$ cat src/rtl/rv_decode_stage.sv
// rv_decode_stage: clocked RISC-V decode stage with a small output FIFO.
// Instructions arrive with their PC over a valid/ready handshake.
// Each one is decoded combinationally. On accept, the decoded entry is
// pushed into a DEPTH-entry FIFO that feeds the execute stage.
module rv_decode_stage #(
  parameter int XLEN     = 64,
  parameter bit ENABLE_M = 1'b1,
  parameter int DEPTH    = 2
) (
  input  logic            clk,
  input  logic            rst_n,
  input  logic            flush,
  input  logic            in_valid,
  output logic            in_ready,
  input  logic [31:0]     in_instr,
  input  logic [XLEN-1:0] in_pc,
  output logic            out_valid,
  input  logic            out_ready,
  output logic [XLEN-1:0] out_pc,
  output logic [3:0]      out_class,
  output logic [4:0]      out_funct,
  output logic [4:0]      out_rd,
  output logic [4:0]      out_rs1,
  output logic [4:0]      out_rs2,
  output logic            out_rd_we,
  output logic [XLEN-1:0] out_imm,
  output logic [XLEN-1:0] out_target,
  output logic            out_illegal,
  output logic [15:0]     illegal_cnt
);

  localparam int PW = (DEPTH > 1) ? $clog2(DEPTH) : 1;
  localparam int CW = $clog2(DEPTH + 1);
  localparam logic [CW-1:0] DEPTH_C = CW'(DEPTH);

  typedef enum logic [3:0] {
    CLS_ILLEGAL   = 4'd0,
    CLS_OP        = 4'd1,
    CLS_OP_IMM    = 4'd2,
    CLS_LOAD      = 4'd3,
    CLS_STORE     = 4'd4,
    CLS_BRANCH    = 4'd5,
    CLS_LUI       = 4'd6,
    CLS_AUIPC     = 4'd7,
    CLS_JAL       = 4'd8,
    CLS_JALR      = 4'd9,
    CLS_OP_32     = 4'd10,
    CLS_OP_IMM_32 = 4'd11,
    CLS_SYSTEM    = 4'd12
  } cls_e;

  typedef struct packed {
    logic [XLEN-1:0] pc;
    logic [3:0]      cls;
    logic [4:0]      funct;
    logic [4:0]      rd;
    logic [4:0]      rs1;
    logic [4:0]      rs2;
    logic            rd_we;
    logic [XLEN-1:0] imm;
    logic [XLEN-1:0] target;
    logic            illegal;
  } entry_t;

  logic [6:0] opcode;
  logic [2:0] f3;
  logic [6:0] f7;
  logic [4:0] rd;
  logic       is64;

  assign opcode = in_instr[6:0];
  assign f3     = in_instr[14:12];
  assign f7     = in_instr[31:25];
  assign rd     = in_instr[11:7];
  assign is64   = (XLEN == 64);

  cls_e            cls;
  logic            shift_imm;
  logic [31:0]     imm32;
  logic [5:0]      shamt;
  logic [XLEN-1:0] imm_x;
  entry_t          dec;

  // Classify the instruction and flag any illegal encoding.
  always_comb begin
    cls       = CLS_ILLEGAL;
    shift_imm = 1'b0;
    if (in_instr[1:0] == 2'b11) begin
      case (opcode)
        7'b0110011: begin
          if (f7 == 7'b0000000 ||
              (f7 == 7'b0100000 && (f3 == 3'b000 || f3 == 3'b101)) ||
              (f7 == 7'b0000001 && ENABLE_M))
            cls = CLS_OP;
        end
        7'b0111011: begin
          if (is64 &&
              ((f7 == 7'b0000000 && (f3 == 3'b000 || f3 == 3'b001 || f3 == 3'b101)) ||
               (f7 == 7'b0100000 && (f3 == 3'b000 || f3 == 3'b101)) ||
               (f7 == 7'b0000001 && ENABLE_M && f3 != 3'b001 && f3 != 3'b010 && f3 != 3'b011)))
            cls = CLS_OP_32;
        end
        7'b0010011: begin
          if (f3 == 3'b001 || f3 == 3'b101) begin
            shift_imm = 1'b1;
            if ((in_instr[31:26] == 6'b000000 ||
                 (f3 == 3'b101 && in_instr[31:26] == 6'b010000)) &&
                (is64 || !in_instr[25]))
              cls = CLS_OP_IMM;
          end else begin
            cls = CLS_OP_IMM;
          end
        end
        7'b0011011: begin
          if (is64) begin
            if (f3 == 3'b000) begin
              cls = CLS_OP_IMM_32;
            end else if (f3 == 3'b001 || f3 == 3'b101) begin
              shift_imm = 1'b1;
              if (f7 == 7'b0000000 || (f3 == 3'b101 && f7 == 7'b0100000))
                cls = CLS_OP_IMM_32;
            end
          end
        end
        7'b0000011: begin
          if (f3 != 3'b111 && (is64 || (f3 != 3'b011 && f3 != 3'b110)))
            cls = CLS_LOAD;
        end
        7'b0100011: begin
          if (f3 == 3'b000 || f3 == 3'b001 || f3 == 3'b010 || (is64 && f3 == 3'b011))
            cls = CLS_STORE;
        end
        7'b1100011: begin
          if (f3 != 3'b010 && f3 != 3'b011)
            cls = CLS_BRANCH;
        end
        7'b1100111: begin
          if (f3 == 3'b000)
            cls = CLS_JALR;
        end
        7'b0110111: cls = CLS_LUI;
        7'b0010111: cls = CLS_AUIPC;
        7'b1101111: cls = CLS_JAL;
        7'b1110011: begin
          if (f3 == 3'b000) begin
            if (in_instr == 32'h0000_0073 || in_instr == 32'h0010_0073)
              cls = CLS_SYSTEM;
          end else if (f3 != 3'b100) begin
            cls = CLS_SYSTEM;
          end
        end
        default: cls = CLS_ILLEGAL;
      endcase
    end
  end

  // Build the sign-extended immediate and the rest of the decoded entry.
  always_comb begin
    imm32 = '0;
    case (cls)
      CLS_LOAD, CLS_OP_IMM, CLS_JALR, CLS_OP_IMM_32:
        imm32 = {{20{in_instr[31]}}, in_instr[31:20]};
      CLS_STORE:
        imm32 = {{20{in_instr[31]}}, in_instr[31:25], in_instr[11:7]};
      CLS_BRANCH:
        imm32 = {{19{in_instr[31]}}, in_instr[31], in_instr[7], in_instr[30:25],
                 in_instr[11:8], 1'b0};
      CLS_LUI, CLS_AUIPC:
        imm32 = {in_instr[31:12], 12'b0};
      CLS_JAL:
        imm32 = {{11{in_instr[31]}}, in_instr[31], in_instr[19:12], in_instr[20],
                 in_instr[30:21], 1'b0};
      default: imm32 = '0;
    endcase
    shamt = is64 ? in_instr[25:20] : {1'b0, in_instr[24:20]};
    if (shift_imm && cls != CLS_ILLEGAL)
      imm_x = {{(XLEN-6){1'b0}}, shamt};
    else
      imm_x = {{(XLEN-31){imm32[31]}}, imm32[30:0]};

    dec          = '0;
    dec.pc       = in_pc;
    dec.cls      = cls;
    dec.rd       = rd;
    dec.rs1      = in_instr[19:15];
    dec.rs2      = in_instr[24:20];
    dec.imm      = imm_x;
    dec.illegal  = (cls == CLS_ILLEGAL);
    dec.funct[2:0] = f3;
    dec.funct[4] = in_instr[30] & (cls == CLS_OP || cls == CLS_OP_32 ||
                                   (shift_imm && cls != CLS_ILLEGAL));
    dec.funct[3] = in_instr[25] & (cls == CLS_OP || cls == CLS_OP_32);
    dec.rd_we    = (rd != 5'd0) &&
                   (cls == CLS_OP || cls == CLS_OP_IMM || cls == CLS_LOAD ||
                    cls == CLS_LUI || cls == CLS_AUIPC || cls == CLS_JAL ||
                    cls == CLS_JALR || cls == CLS_OP_32 || cls == CLS_OP_IMM_32 ||
                    (cls == CLS_SYSTEM && f3 != 3'b000));
    dec.target   = (cls == CLS_BRANCH || cls == CLS_JAL) ? in_pc + imm_x : '0;
  end

  entry_t         mem [DEPTH];
  logic [PW-1:0]  wr_ptr;
  logic [PW-1:0]  rd_ptr;
  logic [CW-1:0]  count;
  logic           push;
  logic           pop;
  entry_t         head;

  function automatic logic [PW-1:0] ptr_next(input logic [PW-1:0] p);
    ptr_next = (p == PW'(DEPTH - 1)) ? '0 : p + 1'b1;
  endfunction

  assign in_ready  = (count < DEPTH_C);
  assign out_valid = (count != '0);
  assign push      = in_valid & in_ready & ~flush;
  assign pop       = out_valid & out_ready;
  assign head      = mem[rd_ptr];

  // Output FIFO storage and occupancy; flush empties it and drops any push.
  always_ff @(posedge clk or negedge rst_n) begin
    if (!rst_n) begin
      for (int i = 0; i < DEPTH; i++) mem[i] <= '0;
      wr_ptr <= '0;
      rd_ptr <= '0;
      count  <= '0;
    end else if (flush) begin
      wr_ptr <= '0;
      rd_ptr <= '0;
      count  <= '0;
    end else begin
      if (push) begin
        mem[wr_ptr] <= dec;
        wr_ptr      <= ptr_next(wr_ptr);
      end
      if (pop) rd_ptr <= ptr_next(rd_ptr);
      if (push && !pop)      count <= count + 1'b1;
      else if (pop && !push) count <= count - 1'b1;
    end
  end

  // Saturating tally of illegal instructions that actually entered the FIFO.
  always_ff @(posedge clk or negedge rst_n) begin
    if (!rst_n)
      illegal_cnt <= '0;
    else if (push && dec.illegal && illegal_cnt != 16'hFFFF)
      illegal_cnt <= illegal_cnt + 16'd1;
  end

  assign out_pc      = head.pc;
  assign out_class   = head.cls;
  assign out_funct   = head.funct;
  assign out_rd      = head.rd;
  assign out_rs1     = head.rs1;
  assign out_rs2     = head.rs2;
  assign out_rd_we   = head.rd_we;
  assign out_imm     = head.imm;
  assign out_target  = head.target;
  assign out_illegal = head.illegal;

endmodule

$ cat config.mk
export PLATFORM = sky130hd
export DESIGN_NAME = rv_decode_stage
export DESIGN_NICKNAME = d
export VERILOG_FILES = /design/src/rtl/rv_decode_stage.sv
export SDC_FILE = /design/constraint.sdc
export NUM_CORES = 1
export LEC_CHECK = 0
export ABC_CLOCK_PERIOD_IN_PS = 5200
export BUFFER_PORTS_ARGS = -buffer_cell sky130_fd_sc_hd__buf_2
export CAP_MARGIN = 20
export CORE_UTILIZATION = 50
export DETAILED_ROUTE_END_ITERATION = 8
export PLACE_DENSITY_LB_ADDON = 0.2
export RECOVER_POWER = 50
export SYNTH_ARGS = -nofsm -noshare
export SYNTH_HDL_FRONTEND = slang
export SYNTH_SLANG_ARGS = --single-unit
$ cat constraint.sdc
create_clock -name clk -period 5.2 [get_ports clk]
set_input_delay 0.26 -clock clk [delete_from_list [all_inputs] [get_ports clk]]
set_output_delay 0.26 -clock clk [all_outputs]
set_load 0.01 [all_outputs]
==> flow_summary.toml, run 1 <==
[outcome]
status = "finished, violations left"
violations = "max-capacitance violations, max-slew violations"

[pwr]
ir_drop_v = 0.000280
power_density_nw_per_um2 = 309
p_leak_nw = 14.1

[finish]
final_cell_area_um2 = 27400
antenna_cells = 0
fillCellCount = 3577
layout.nets = 3128
syn_to_final_growth_pct = 26.1
drive_above_1_share_pct = 28.7
fin_util_pct = 64.5

[logic_synthesis]
syn_nets = 2630
syn_avg_cell_area_um2 = 8.81
synthTopCellsByCount = "nand2_1, dfrtp_1, o21ai_0, mux2_2, clkbuf_1"
synthesis.area_um2 = 21700
ys_warn_count = 0
ys_types = 79
syn_inst = 2464
synth_edf_count = 0
synth.most_common_cell = "nand2_1"
ys_top_cells_by_area = "dfrtp_1, nand2_1, mux2_2"
dominantRegCellSynth = "dfrtp_1"
async_flop_share_pct = 100
synth_top_area_share_pct = 45.2
synth.largest_area_cell = "dfrtp_1"
synth_seq_area_share_pct = 45.2
ys_seq_elements = 392

[placement]
place_area_um2 = 25100
place_ws_ps = -159
io_buffers = 336
post-dp-hpwl_mm = 47.9
gp_congestion = 0.917

[drt]
drt-initial-drc-count = 1549
drt_first_pass_iters = 5
vias = 19500
postRouteAntennaNets = 0
routed_via_density = 5.45
wire_per_inst_um = 18.7
wirelength_mm = 67.0
route.detailed.drc = 0

[sta]
relSlewSlack_pct = -184
period_minus_slack_ps = 4970
worst_slew_pin_slew_ps = 4260
finalSetupViolCount = 0
finalHoldViolations = 0
final_max_slew_viol_count = 176
finClkSkew_ps = 15.9
min_period_over_period_pct = 95.5
setup_slack_ps = 234
clock.fmax_mhz = 201
hold_ws_ps = 33.4
tns_ps = 0

[worst_setup_path]
r2r_cells = 5
endpoint_kind = "register"
crit_arrival_ps = 5380
required_ps = 5620
critical_path_peak_fanout = 10
critPathKind = "input pin to register"
regToRegSetupSlack_ps = 1660
cp-start-kind = "input pin"

[floorplanning]
dieArea_um2 = 44300
ios = 337
initial_utilization_pct = 51.2
rows = 75
die_w_um = 210
coreArea_um2 = 42400
die_y_um = 210

[clock_tree]
cts_buffers = 42
cts_tree = "built"
htreeDepth = 2
clk_pin_slew_ps = 60
cts_buffer_depth = 3
clk_latency_ps = 570
clock-sinks = 392
root_buffer = "clkbuf_16"

[flow_run]
cap_viol_max_count = 3

[grt]
grt_pass1_wl_mm = 106
grt-ovfl-total = 0
antenna_found_initial = 1
grt_pass1_vias = 19400
grt_usage_pct = 30.3
grt_max_degree = 154

[min_path]
whs_path_depth = 3
min_path_type = "input pin to register"
-- area by class of cell --
type	count	area [um^2]	area share (%)
multi-input combinational	1841	11000	40.3
sequential	392	9810	35.8
timing repair buffer	634	4140	15.1
clock buffer	64	1300	4.74
tap	577	722	2.64
inverter	51	191	0.699
clock inverter	14	176	0.644
-- metal layers --
layer / global-route usage (%) / share of wire, % / vias up
met5: 0 / 0.016 / -
met4: 12.1 / 3.7 / 2
met3: 5.47 / 5.6 / 132
met2: 49.8 / 48 / 601
met1: 39.7 / 43 / 9406
li1: - / - / 9338
-- power breakdown --
part	switching (W)	internal [W]	total (W)
Clock	0.00125	0.00192	0.00317
Sequential	0.000221	0.00343	0.00365
Combinational	0.000931	0.000713	0.00164
Total	0.00240	0.00606	0.00847
-- cell families after synthesis --
family / after synthesis / synth area share [%]
xor+xnor: 71 / 2.86
fa+ha+maj: 66 / 3.83
buf+inv: 231 / 4.69
mux: 190 / 9.84
compound gates: 477 / 13.9
simple gates: 1037 / 19.7
flops: 392 / 45.2
-- critical path, cell delays in order --
cell and delay, ps:
dlygate4sd3_1 540, buf_2 180, nor3_1 190, nand2_1 120, o31ai_2 320, a311oi_2 180, a21boi_4 180, or3_1 390
and2_4 200, buf_12 160, a21oi_4 190, inv_1 90, ha_2 380, buf_4 130, nand4_1 130, nor3_1 180
nand4_1 120, o32a_1 460, o311ai_2 310, a21oi_1 150, o41ai_2 250, xnor2_1 180, o21ai_0 100
-- through the flow --
stage	cells	total power, W
floorplan	2464	0.00461
global placement	3419	0.00524
detailed placement	3419	0.00529
CTS	3571	0.00853
global route	3573	0.00887
finish	3573	0.00847
-- layout by cell type, fill, tap and decap left out, types with 51 or more instances in the layout --
master         count
dfrtp_1          392
o21ai_0          196
nand2_1          825
buf_4            215
a21oi_1           73
dlygate4sd3_1     74
buf_2            317
ha_1              61
mux2_2           187
inv_1             51
-- sequential cells by signal, indices dropped and copies added, names as in the netlist --
name / cells
count: 2
illegal_cnt: 16
mem: 372
rd_ptr: 1
wr_ptr: 1
-- path summary, 6_finish.rpt --
path,from,end
min in group asynchronous,rst_n,mem[385]
hold reg to reg,mem[154],mem[154]
setup / recovery,in_instr[7],mem[60]
hold / removal,in_instr[13],mem[146]
max in group asynchronous,rst_n,mem[199]
setup reg to reg,count[1],mem[347]
-- repair_timing --
action,4_1_cts,5_1_grt
endpoints found under the setup margin,0,58
gates resized for setup,0,31
setup buffers,0,1
endpoints found under the hold margin,221,0
hold buffers,74,0
No activity file was read; power rests on OpenSTA's default activity.
==> inputs of run 2 (changes only) <==
ABC_AREA = 1   (was not set)
CORE_MARGIN = 2   (was not set)
==> run 2 against run 1 <==
The flow still finishes with violations (max-capacitance violations, max-slew violations). Sequential share of layout area rose by 0.73 points. Count of clock-buffer cells in the layout down 1. Register-to-register slack worse by 710 ps. Wire length grew 17%. Global-route usage increased by 2.3 points. Worst setup slack improved by 720 ps. Cell area down 2.0%. Hold slack lost 12 ps. First-iteration DRC count is 49% higher. Clock skew up 3.0 ps.
==> flow_summary.toml, run 2 <==
[outcome]
status = "finished, violations left"
violations = "max-capacitance violations, max-slew violations"

[placement]
post-dp-hpwl_mm = 58.0
gp_congestion = 0.989
io_buffers = 336

[grt]
grt_max_degree = 185
grt_pass1_vias = 21800
grt_usage_pct = 32.6
grt-ovfl-total = 0
antenna_found_initial = 0
grt_pass1_wl_mm = 122

[sta]
final_max_slew_viol_count = 262
worst_slew_pin_slew_ps = 3200
rsz0062_at_grt = "false"
relSlewSlack_pct = -113
min_period_over_period_pct = 81.7
finalHoldViolations = 0
finalSetupViolCount = 0
finClkSkew_ps = 18.9
period_minus_slack_ps = 4250
clock.fmax_mhz = 235
tns_ps = 0

[min_path]
whs_path_depth = 3
hp-start = "in_pc[18]"
min_to = "mem[390]"
min_path_type = "input pin to register"

[worst_setup_path]
crit_arrival_ps = 4740
critPathBufInv = 3
r2r_cells = 8
rr_startpoint = "count[1]"
endpoint_kind = "register"
cp_common_cell = "nand2_1"
cpPeakStageDelay_ps = 2300
regToRegSetupSlack_ps = 950
path_delay_family = "buffers and inverters"
slowest_stage = "clkbuf_1"
required_ps = 5700
cp-start-kind = "register"
r2r_end = "mem[81]"
path_cells = "inv_1, nand2_1, nor2_1, inv_1, nor2_1, clkbuf_1, nand2_1, nand2_1"
critical_path_peak_fanout = 58
critPathKind = "register to register"

[drt]
wirelength_mm = 78.6
vias = 23200
drt-initial-drc-count = 2307
wire_per_inst_um = 18.5
postRouteAntennaNets = 0
routed_via_density = 5.46
route.detailed.drc = 0
drt_first_pass_iters = 6

[logic_synthesis]
synth.largest_area_cell = "dfrtp_1"
async_flop_share_pct = 100
synth_top_area_share_pct = 42.6
dominantRegCellSynth = "dfrtp_1"
ys_top_cells_by_area = "dfrtp_1, nand2_1, o21ai_0"
synth_seq_area_share_pct = 42.6
syn_nets = 3506
synthTopCellsByCount = "nand2_1, o21ai_0, dfrtp_1, inv_1, nor2_1"
ys_seq_elements = 392
ys_warn_count = 0
ys_types = 46
syn_inst = 3340
synthesis.area_um2 = 23100
synth.most_common_cell = "nand2_1"
syn_avg_cell_area_um2 = 6.90
synth_edf_count = 0

[clock_tree]
clk_pin_slew_ps = 60
cts_buffer_depth = 3
clk_latency_ps = 570
htreeDepth = 2
cts_tree = "built"
cts_buffers = 43
root_buffer = "clkbuf_16"
clock-sinks = 392
post_cts_resized = 0

[finish]
largest_reg_flops = 372
regMostFlops = "mem"
largest_registers = "mem: 372 flops, illegal_cnt: 16 flops, count: 2 flops"
drive_above_1_share_pct = 12.7
final_common_cell = "nand2_1"
fin_util_pct = 59.0
antenna_cells = 0
final_cell_mix = "nand2_1, o21ai_0, dfrtp_1"
layout.nets = 3796
syn_to_final_growth_pct = 16.4

[floorplanning]
coreArea_um2 = 45500
dieArea_um2 = 47800
ios = 337
die_y_um = 219
initial_utilization_pct = 50.7
die_w_um = 219
rows = 78

[pwr]
ir_drop_v = 0.000426
p_leak_nw = 14.5
power_density_nw_per_um2 = 383
power_w = 0.0103

[flow_run]
cap_viol_max_count = 4
-- run 2: cell count changes after synthesis, sizes merged, moves of 41 or more --
cell   delta
xnor2    -41
mux2    -187
nand3   +101
o21ai   +190
inv     +270
nor2    +150
nand2   +525
-- run 2: area by class of cell --
cell class	instances	area, um^2
Timing Repair Buffer	415	2410
Clock inverter	9	134
Clock buffer	63	1260
Inverter	322	1220
Fill cell	4371	18600
Tap cell	600	751
Sequential cell	392	9810
Multi-Input combinational cell	2456	11200
-- run 2: worst max path at each step --
stage	start	end	slack, ps	cells after the start
final	count[1]	mem[81]	950	8
after global routing	count[1]	mem[396]	700	10
after detailed placement	in_instr[1]	mem[264]	920	22
after CTS	in_instr[30]	mem[269]	1190	26
after floorplan	in_instr[1]	mem[266]	1760	21
after global placement	in_instr[1]	mem[49]	840	24
-- run 2: cell families after synthesis --
kind of cell	count (synthesis)	share of synthesized area (%)
compound gates	559	12.6
xor+xnor	19	0.722
fa+ha+maj	65	3.56
buf+inv	492	8.68
flops	392	42.6
simple gates	1813	31.9
-- run 2: timing repair --
action / in CTS / in global routing
hold endpoints to repair: 149 / 0
hold buffers: 41 / 0
setup buffers: 0 / 0
-- run 2: through the flow --
stage | hold slack [ps] | instance area [um^2] | worst slack [ps] | instances
after global placement | 317 | 25100 | 845 | 4143
final | 21.7 | 26800 | 953 | 4257
after CTS | 0.612 | 26900 | 1190 | 4256
after floorplan | -35.6 | 23100 | 1760 | 3340
after detailed placement | 325 | 25100 | 924 | 4143
after global routing | 19.2 | 26800 | 695 | 4257
-- run 2: report_power, final --
| group | switching [W] | total (W) | internal, W |
|---|---|---|---|
| clock network | 0.00124 | 0.00306 | 0.00182 |
| registers | 0.000460 | 0.00426 | 0.00380 |
| logic | 0.00193 | 0.00297 | 0.00103 |
-- run 2: worst reg2reg max path, cell delays in order (launching register included) --
cell,delay (ps)
dfrtp_1,380
inv_1,120
nand2_1,90
nor2_1,130
inv_1,190
nor2_1,370
clkbuf_1,2300
nand2_1,440
nand2_1,160
-- run 2: metal layers --
metal  routed length, um  part of all wire, %  GRT usage [%]  up-vias
met5                   0                    0              0        -
met4                1760                  2.2           7.73        0
met3                5440                  6.9           4.98      114
met2               35300                   45           51.4      855
met1               36100                   46           47.3    11100
li1                    -                    -              -    11200
